**config.mk**
```make
export PLATFORM = sky130hd
export DESIGN_NAME = aes_dec_sequencer
export DESIGN_NICKNAME = d
export VERILOG_FILES = /design/src/rtl/aes_pkg.sv /design/src/rtl/aes_round_ctr.sv /design/src/rtl/aes_dec_sequencer.sv
export SDC_FILE = /design/constraint.sdc
export NUM_CORES = 1
export LEC_CHECK = 0
export CAP_MARGIN = 15
export CELL_PAD_IN_SITES_DETAIL_PLACEMENT = 0
export CELL_PAD_IN_SITES_GLOBAL_PLACEMENT = 1
export CORE_MARGIN = 3
export CORE_UTILIZATION = 26
export DETAILED_ROUTE_END_ITERATION = 16
export GPL_ROUTABILITY_DRIVEN = 0
export GPL_TIMING_DRIVEN = 0
export PLACE_DENSITY_LB_ADDON = 0.1
export SETUP_SLACK_MARGIN = 0.15
export SLEW_MARGIN = 20
export SYNTH_ARGS = -nofsm -noshare
export SYNTH_HDL_FRONTEND = slang
export SYNTH_SLANG_ARGS = --single-unit
```
**constraint.sdc**
```tcl
create_clock -name clock -period 6.45 [get_ports clock]
set_clock_uncertainty 0.2 [all_clocks]
set_input_delay 1.29 -clock clock [delete_from_list [all_inputs] [get_ports clock]]
set_output_delay 1.29 -clock clock [all_outputs]
set_load 0.005 [all_outputs]
```
**src/rtl/aes_pkg.sv**
```systemverilog
// Shared types and defaults for the iterative AES-128 inverse-cipher control slice.
package aes_pkg;

  localparam int NR_DEFAULT    = 10;
  localparam int IDX_W_DEFAULT = 4;

  typedef logic [IDX_W_DEFAULT-1:0] rk_idx_t;

  typedef enum logic [2:0] {
    S_IDLE   = 3'd0,
    S_KEYEXP = 3'd1,
    S_LOAD   = 3'd2,
    S_ROUND  = 3'd3,
    S_DONE   = 3'd4
  } aes_seq_state_t;

endpackage

```
**src/rtl/aes_round_ctr.sv**
```systemverilog
// Loadable up/down round counter with a terminal-value flag; saturates at the terminal value
// so it can never wrap past the end of a key schedule or round sequence.
module aes_round_ctr #(
  parameter int W = 4
) (
  input  logic         clk,
  input  logic         rst_n,
  input  logic         load,
  input  logic [W-1:0] load_val,
  input  logic         step,
  input  logic         up,
  input  logic [W-1:0] term_val,
  output logic [W-1:0] count,
  output logic         at_term
);

  logic [W-1:0] count_q, count_d;

  assign count   = count_q;
  assign at_term = (count_q == term_val);

  // NOTE: next-state logic assigns a default first, so no path leaves count_d unassigned (no latch).
  always_comb begin
    count_d = count_q;
    if (load) begin
      count_d = load_val;
    end else if (step && !at_term) begin
      count_d = up ? count_q + W'(1) : count_q - W'(1);
    end
  end

  // NOTE: state flops use non-blocking assignments so every flop samples pre-edge values.
  always_ff @(posedge clk or negedge rst_n) begin
    if (!rst_n) begin
      count_q <= '0;
    end else begin
      count_q <= count_d;
    end
  end

endmodule

```
**src/rtl/aes_dec_sequencer.sv**
```systemverilog
// Control FSM for the one-round-per-cycle AES-128 inverse cipher: optional key expansion,
// state load, NR inverse rounds and valid/ready result hand-off. Outputs decode from registered state.
module aes_dec_sequencer
  import aes_pkg::*;
#(
  parameter int NR    = NR_DEFAULT,
  parameter int IDX_W = IDX_W_DEFAULT
) (
  input  logic             clock,
  input  logic             reset_n,
  input  logic             start_valid,
  output logic             start_ready,
  input  logic             key_new,
  input  logic             abort,
  output logic             ke_en,
  output logic [IDX_W-1:0] ke_idx,
  output logic             dp_load,
  output logic             dp_round_en,
  output logic             dp_last,
  output logic [IDX_W-1:0] rk_idx,
  output logic             res_valid,
  input  logic             res_ready,
  output logic             busy
);

  localparam logic [IDX_W-1:0] NR_IDX  = IDX_W'(NR);
  localparam logic [IDX_W-1:0] NR_M1   = IDX_W'(NR - 1);
  localparam logic [IDX_W-1:0] IDX_ONE = IDX_W'(1);

  aes_seq_state_t   state_q, state_d;
  logic             key_cached_q, key_cached_d;

  logic             ctr_load, ctr_step, ctr_up, ctr_at_term;
  logic [IDX_W-1:0] ctr_load_val, ctr_term, ctr_count;

  aes_round_ctr #(.W(IDX_W)) u_round_ctr (
    .clk      (clock),
    .rst_n    (reset_n),
    .load     (ctr_load),
    .load_val (ctr_load_val),
    .step     (ctr_step),
    .up       (ctr_up),
    .term_val (ctr_term),
    .count    (ctr_count),
    .at_term  (ctr_at_term)
  );

  always_comb begin
    state_d      = state_q;
    key_cached_d = key_cached_q;
    ctr_load     = 1'b0;
    ctr_load_val = '0;
    ctr_step     = 1'b0;
    ctr_up       = 1'b0;
    ctr_term     = '0;

    unique case (state_q)
      S_IDLE: begin
        if (start_valid) begin
          if (key_new || !key_cached_q) begin
            state_d      = S_KEYEXP;
            ctr_load     = 1'b1;
            ctr_load_val = IDX_ONE;
          end else begin
            state_d = S_LOAD;
          end
        end
      end
      S_KEYEXP: begin
        ctr_up   = 1'b1;
        ctr_term = NR_IDX;
        if (ctr_at_term) begin
          key_cached_d = 1'b1;
          state_d      = S_LOAD;
        end else begin
          ctr_step = 1'b1;
        end
      end
      S_LOAD: begin
        state_d      = S_ROUND;
        ctr_load     = 1'b1;
        ctr_load_val = NR_M1;
      end
      S_ROUND: begin
        if (ctr_at_term) begin
          state_d = S_DONE;
        end else begin
          ctr_step = 1'b1;
        end
      end
      S_DONE: begin
        if (res_ready) state_d = S_IDLE;
      end
      default: begin
        state_d  = S_IDLE;
        ctr_load = 1'b1;
      end
    endcase

    // Abort overrides everything outside IDLE; a half-built key schedule is no longer trusted.
    if (abort && state_q != S_IDLE) begin
      state_d      = S_IDLE;
      ctr_load     = 1'b1;
      ctr_load_val = '0;
      ctr_step     = 1'b0;
      if (state_q == S_KEYEXP) key_cached_d = 1'b0;
    end
  end

  always_ff @(posedge clock or negedge reset_n) begin
    if (!reset_n) begin
      state_q      <= S_IDLE;
      key_cached_q <= 1'b0;
    end else begin
      state_q      <= state_d;
      key_cached_q <= key_cached_d;
    end
  end

  // start_ready is gated by reset_n so it stays low for the whole reset window.
  always_comb begin
    start_ready = reset_n && (state_q == S_IDLE);
    busy        = (state_q != S_IDLE);
    ke_en       = (state_q == S_KEYEXP);
    ke_idx      = (state_q == S_KEYEXP) ? ctr_count : '0;
    dp_load     = (state_q == S_LOAD);
    dp_round_en = (state_q == S_ROUND);
    dp_last     = (state_q == S_ROUND) && (ctr_count == '0);
    res_valid   = (state_q == S_DONE);
    rk_idx      = '0;
    if (state_q == S_LOAD)  rk_idx = NR_IDX;
    if (state_q == S_ROUND) rk_idx = ctr_count;
  end

endmodule

```
# Yosys cells after proc, flatten, opt, wreduce, memory -nomap -nowiden
# Cells that the tools add are included.
# classes
n_addsub	2
mux	30
n_reduce_logical	14
n_eq_ne	9
# op_table
operator	count
$mux 4	8
$mux 3	5
$pmux 3 s5	1
$mux 1	13
$ne 3x1->1 const B	3
$pmux 4 s2	1
$eq 3x2->1 const B	2
$add 4x1->4 const B	1
$eq 4x4->1	1
$logic_and 1x1->1	4
$logic_not 4->1	1
$reduce_and 4->1	1
$sub 4x1->4 const B	1
$eq 3x1->1 const B	1
$eq 3x3->1 const B	1
$logic_not 3->1	1
$ne 3x3->1 const B	1
$reduce_bool 3->1	1
$reduce_or 3->1	1
$logic_not 1->1	2
$mux 2	1
$pmux 1 s2	1
$reduce_bool 2->1	1
$reduce_or 2->1	1
$logic_or 1x1->1	1
# totals
out_inout_bits	15
reg_bits	8

# Longest topological paths before layout
# Gate-level depths: netlist of run 1.
# logic_depth
word_depth	9
depth_mapped	9
depth_no_buf	9

# By module
# From an unflattened synthesis of run 1, not the netlist that was laid out.
# hier_totals
hier_cells	86
hier_area_um2	747.0
# modules_own_cells
mod	cells_each	seq_area_each_um2	area_each_um2	instances
aes_dec_sequencer	49	100.1	387.9	1
aes_round_ctr	37	100.1	359.1	1

# Worst setup path after synthesis of run 1
# Ideal clock, no wire load.
# synth_path
path_type	input to output
startpoint	input port reset_n
endpoint	output port start_ready
arrival_ns	1.415
path_slack_ns	3.545
n_path_buf	0
cell_stages	1
cell_sequence	and2_1
# synth_via
elab_chain_cells	1
# synth_lines
element	line	rtl
from (decl)	aes_dec_sequencer.sv:10	input logic reset_n,
$logic_and 1x1->1	aes_dec_sequencer.sv:122	start_ready = reset_n && (state_q == S_IDLE);
to (decl)	aes_dec_sequencer.sv:12	output logic start_ready,
# No other way between the ends.

# Final worst setup path of run 1
# Ends and elaborated chain as after synthesis.

==> results of run 1 <==
kinds of logic (layout without fill, tap and decap cells):
| logic type | Yosys count | in the layout | synth area share |
|---|---|---|---|
| fa+ha+maj | 7 | 7 | 0.129 |
| mux | 1 | 1 | 0.0153 |
| simple gates | 34 | 34 | 0.288 |
| buf+inv | 10 | 33 | 0.0767 |
| compound gates | 22 | 22 | 0.206 |
| flops | 8 | 8 | 0.273 |
| xor+xnor | 1 | 1 | 0.0119 |
layer usage:
layer	GRT usage	vias to the layer above
met3	0.0479	2
met4	0.0291	0
met2	0.177	24
li1	-	348
met5	0	-
met1	0.172	313
metrics by stage:
step	total power (uW)	std cells
2_1_floorplan	301	83
3_3_place_gp	410	133
3_5_place_dp	408	133
4_1_cts	452	136
5_1_grt	492	136
6_report	447	136
cell usage in the layout (no fill, tap or decap):
cell type and instances:
a211oi_1 2, a21oi_1 7, a22oi_1 1, a31o_1 1
a32o_1 1, and2_1 2, and2b_2 1, and3_1 1
and3_2 1, and4_1 1, buf_4 1, buf_6 2
clkbuf_1 1, clkbuf_4 3, clkdlybuf4s50_1 20, dfrtp_1 8
fa_1 1, ha_1 6, inv_1 6, mux2_2 1
nand2_1 3, nand2b_1 4, nand3_1 2, nand3b_1 1
nor2_1 7, nor2b_1 1, nor3_1 2, nor3_2 1
nor3b_1 4, nor4b_1 1, o211ai_1 1, o211ai_2 1
o21ai_0 3, o21ba_2 1, o22ai_1 1, o2bb2ai_1 1
o31ai_1 2, or3b_4 1, or4_4 1, xnor2_1 1
synth_stat cells (3+ instances only):
| cell | n | share of area |
|---|---|---|
| o21ai_0 | 3 | 0.020 |
| inv_1 | 6 | 0.031 |
| nor2_1 | 7 | 0.036 |
| nor3b_1 | 4 | 0.041 |
| nand2b_1 | 4 | 0.034 |
| nand2_1 | 3 | 0.015 |
| dfrtp_1 | 8 | 0.27 |
| ha_1 | 6 | 0.10 |
| a21oi_1 | 7 | 0.048 |
power groups by stage:
stage | Combinational (uW) | Clock, uW | Sequential (uW)
floorplan | 212 | 0 | 88.8
global placement | 312 | 0 | 98.1
detailed placement | 311 | 0 | 97.0
CTS | 314 | 41.8 | 96.1
global route | 347 | 44.6 | 101
finish | 310 | 39.5 | 97.2
worst max-delay path, stage by stage:
cell and delay [ns]:
clkdlybuf4s50_1 0.72, and2_1 0.19, clkdlybuf4s50_1 0.49
worst max path at each step:
stage	cells past startpoint	endpoint	start	slack (ns)
after floorplan	1	start_ready	reset_n	3.55
after CTS	3	start_ready	reset_n	2.21
final	3	start_ready	reset_n	2.27
after global routing	3	start_ready	reset_n	2.17
after global placement	3	start_ready	reset_n	2.22
after detailed placement	3	start_ready	reset_n	2.21
layout make-up:
class	count	area share
multi-input combinational	65	0.481
sequential	8	0.201
timing repair buffer	20	0.201
tap	30	0.0377
buffer	4	0.0340
clock buffer	3	0.0226
inverter	6	0.0226
==> out/qor.txt, run 1 <==
reported net switching power - 195 uW
post-route setup slack - 2.27 ns
Placement Cell Area - 972 um2
Worst-path clk slew - 0.05 ns
GR Overflow Total - 0
Max clock buf depth - 2
Die Y - 59.2 um
cts bufs inserted - 3
Logic pwr share - 0.694
P&R area growth vs syn - 35.4%
largest net degree at the start of global routing - 11
Filler cells - 284
Starting DRT DRC Count - 14
Max Transition Viols Final - 0
initial antenna violation count - 0
Worst EP required - 4.96 ns
Initial Utilization - 0.284
clock latency on the worst-skew pair - 0.26 ns
H-tree levels - 1
PwrDens - 449 nW/um2
Layout Utilization - 0.384
met3 wire len - 170 um
status - finished clean
Design Area, Final - 995 um2
Clock Sinks - 8
startpoint type of the worst setup path - input pin
top-level port count - 21
Rows - 18
Peak VDD IR - 0.000171 V
IO buf count - 20
worst r2r dst - u_round_ctr.count[0]
DRT Pass-1 Iters - 4
Leak - 0.000412 uW
Post-Syn Area - 734 um2
CP Capture Type - output pin
R2R Path Start - state_q[0]
Synth cell types - 38
hold_buf cts - 0
Finish-stage setup viols - 0
CTS tree - built
final net count - 121
sequential share of the synthesized area - 0.273
Synth Warn # - 0
fmax - 239 MHz
Post-Synthesis Cells - 83
drt drc - 0
DR WL/cell - 14.4 um
routed via count - 687
Max-slew headroom - 0.559
Synth Net Count - 96
Antenna Cells - 0
met1 WL - 910 um
WL met2 - 860 um
global-route wire length before repair - 3180 um
top_reg_cell synth - dfrtp_1
die area - 3500 um2
total global-route track usage - 0.123
Worst Path Max Fanout - 9
Synth Register Bits - 8
WHS - 0.338 ns
root cell of the clock tree - clkbuf_4
Final TNS setup - 0 ns
Worst Path Arrival - 2.69 ns
Post-CTS Setup Bufs - 0
RSZ-0062 raised after global routing - no
fin crit period - 4.18 ns
Hold Crit Class - flip-flop to flip-flop
Hold Crit Depth - 2
Register Area - 200 um2
top sig layer - met4
area of the multi-input gates - 478 um2
Reg power frac - 0.218
r2r setup slk - 3.34 ns
switching share of power - 0.437
Final ANT Viol Nets - 0
total wire length - 1960 um
Clock Power Share - 0.088
Slew @ Worst Pin - 0.660 ns
maxcap violations - 0
Fin. Hold Viols - 0
die width - 59.2 um
reg2reg path depth - 9
period utilization - 0.649
post-DR vias/cell - 5.05
vias in the first global route - 636
critical setup path kind - input pin to output pin
Mapped Avg Cell Area - 8.85 um2
Int Pwr - 252 uW
ys async rst share - 1.00
Placeable Area - 2590 um2
Post-synth EDFFs - 0
share of cells above drive strength 1 - 0.132
worst slack at placement - 2.21 ns
DP Wirelength - 1480 um
post-cts gate resize count - 0
(Power assumes the default switching activity.)
==> run 2, diff against run 1 <==
==> constraint.sdc (replaced) <==
create_clock -name clock -period 3.95 [get_ports clock]
set_clock_uncertainty 0.2 [all_clocks]
set_input_delay 0.79 -clock clock [delete_from_list [all_inputs] [get_ports clock]]
set_output_delay 0.79 -clock clock [all_outputs]
set_load 0.005 [all_outputs]
==> results of run 2 <==
The final DEF is identical to that of run 1. Status: finished clean.
Among the figures that moved: setup slack after placement 2.21 ns -> 0.710 ns; clock-pin slew on the worst setup and hold paths 0.05 ns -> 0.06 ns; setup slack after layout 2.27 ns -> 0.745 ns; start point of the critical path reset_n -> state_q[0]; end point of the critical path start_ready -> ke_idx[0]; register-to-register setup slack 3.34 ns -> 0.84 ns; total power 447 uW -> 730 uW; worst IR drop on VDD 0.000171 V -> 0.000278 V
==> run 3, diff against run 2 <==
==> constraint.sdc (replaced) <==
create_clock -name clock -period 2.7 [get_ports clock]
set_clock_uncertainty 0.2 [all_clocks]
set_input_delay 0.54 -clock clock [delete_from_list [all_inputs] [get_ports clock]]
set_output_delay 0.54 -clock clock [all_outputs]
set_load 0.005 [all_outputs]
==> run 3 against run 2 <==
  * Clock power increased by 50%
  * Sequential power rose by 47%
  * Via count rose by 1.3%
  * Combinational power rose by 70%
  * Worst setup slack got worse by 0.53 ns
  * Critical endpoint is now u_round_ctr.count[0]
  * Total power rose by 63%
  * Register-to-register slack worse by 0.63 ns
==> out/qor.txt, run 3 (same netlist as run 1, synthesis figures left out) <==
status - finished clean
root cell of the clock tree - clkbuf_4
Leak - 0.000466 uW
Worst EP required - 2.70 ns
met3 wire len - 114 um
worst slack at placement - -0.114 ns
cts bufs inserted - 3
Finish-stage setup viols - 0
critical-path cell list - nand2b_4 -> nor2_4 -> inv_1 -> ha_4 -> ha_1 -> or3b_4 -> or4_4 -> o211ai_2 -> a31o_1
Slew @ Worst Pin - 0.435 ns
Die Y - 59.2 um
die width - 59.2 um
post-DR vias/cell - 4.90
placed cell count - 133
startpoint type of the worst setup path - flip-flop
routed via count - 696
Crit-path slowest cell - or4_4
Final TNS setup - 0 ns
met1 WL - 1050 um
WL met2 - 892 um
fin crit period - 2.49 ns
CTS tree - built
IO buf count - 20
Final ANT Viol Nets - 0
drt drc - 0
top sig layer - met4
Starting DRT DRC Count - 11
total wire length - 2080 um
die area - 3500 um2
DR WL/cell - 14.7 um
critical setup path kind - flip-flop to flip-flop
Max clock buf depth - 2
GR Overflow Total - 0
largest net degree at the start of global routing - 11
P&R area growth vs syn - 46.7%
Max-slew headroom - 0.710
global-route wire length before repair - 3330 um
Hold Crit Class - input pin to async pin
Clock Sinks - 8
commonest cells after routing, fill and taps aside - clkdlybuf4s50_1, buf_4, a21oi_1, dfrtp_1
Initial Utilization - 0.284
share of cells above drive strength 1 - 0.232
final net count - 127
clock latency on the worst-skew pair - 0.26 ns
top-level port count - 21
PwrDens - 1100 nW/um2
max incr delay on CP - 0.42 ns
Fin. Hold Viols - 0
H-tree levels - 1
Layout Cells excl Fill - 142
Worst Path Max Fanout - 3
total global-route track usage - 0.128
period utilization - 0.922
Worst-path clk slew - 0.06 ns
Antenna Cells - 0
fmax - 402 MHz
Peak VDD IR - 0.000580 V
initial antenna violation count - 0
maxcap violations - 0
RSZ-0062 raised after global routing - yes
CP Capture Type - flip-flop
vias in the first global route - 678
DP Wirelength - 1500 um
Placeable Area - 2590 um2
post-route setup slack - 0.211 ns
Max Transition Viols Final - 0
hold_buf cts - 0
Worst Path Arrival - 2.49 ns
commonest non-fill, non-tap cell in the layout - clkdlybuf4s50_1
Rows - 18
DRT Pass-1 Iters - 4
[run 3: changes by cell type in the layout (fill, tap and decap cells not counted), sizes merged]
cell	change
dlygate4sd2	+1
buf	+6
clkdlybuf4s50	-2
dlymetal6s2s	+1
[run 3: per-stage QoR]
stage	total power [uW]	util	hold slack [ns]	area [um2]
final	1190	0.416	0.115	1080
after global routing	1310	0.416	0.128	1080
after CTS	1180	0.408	0.128	1060
after detailed placement	993	0.378	0.332	980
after global placement	989	0.378	0.320	980
after floorplan	729	-	0.0444	742
[run 3: final cells by class]
class | instances | area, um2
Buffer | 4 | 33.8
Tap cell | 30 | 37.5
Inverter | 6 | 22.5
Multi-Input combinational cell | 65 | 513
Sequential cell | 8 | 201
Clock buffer | 3 | 22.5
Fill cell | 279 | 1510
Timing Repair Buffer | 26 | 246
[run 3: per-layer routing]
| metal | vias up | GRT usage |
|---|---|---|
| met2 | 22 | 0.183 |
| met3 | 3 | 0.0349 |
| li1 | 361 | - |
| met4 | 0 | 0.0388 |
| met1 | 310 | 0.185 |
| met5 | - | 0 |
[run 3: final timing paths]
check                      slack, ns  cells after the start                    to        from
max                             0.21                      9  u_round_ctr.count[0]  state_q[2]
min                             0.11                      1  u_round_ctr.count[1]     reset_n
max reg2reg                     0.21                      9  u_round_ctr.count[0]  state_q[2]
min reg2reg                     0.33                      2             flip-flop   flip-flop
max in group asynchronous       1.86                      1            state_q[0]     reset_n
min in group clock              0.33                      2             flip-flop   flip-flop
[run 3: critical path, delay by kind of cell, from the launching register on]
family | cells | cell delay (ns)
and+or+nand+nor | 4 | 1.09
AOI/OAI and AO/OA | 2 | 0.20
buffers and inverters | 1 | 0.10
DFF | 1 | 0.39
adders and majority gates | 2 | 0.42
[run 3: power breakdown]
part           leakage (uW)  switching, uW  internal [uW]
Clock             0.0000138           45.6           51.2
Sequential         0.000103           63.9            169
Combinational      0.000349            400            459
Total              0.000466            509            679
[run 3: what timing repair did]
item | 4_1_cts | 5_1_grt
gates cloned | 0 | 0
setup buffers | 6 | 0
pin swaps | 1 | 0
setup endpoints to repair | 13 | 7
gates resized for setup | 4 | 3
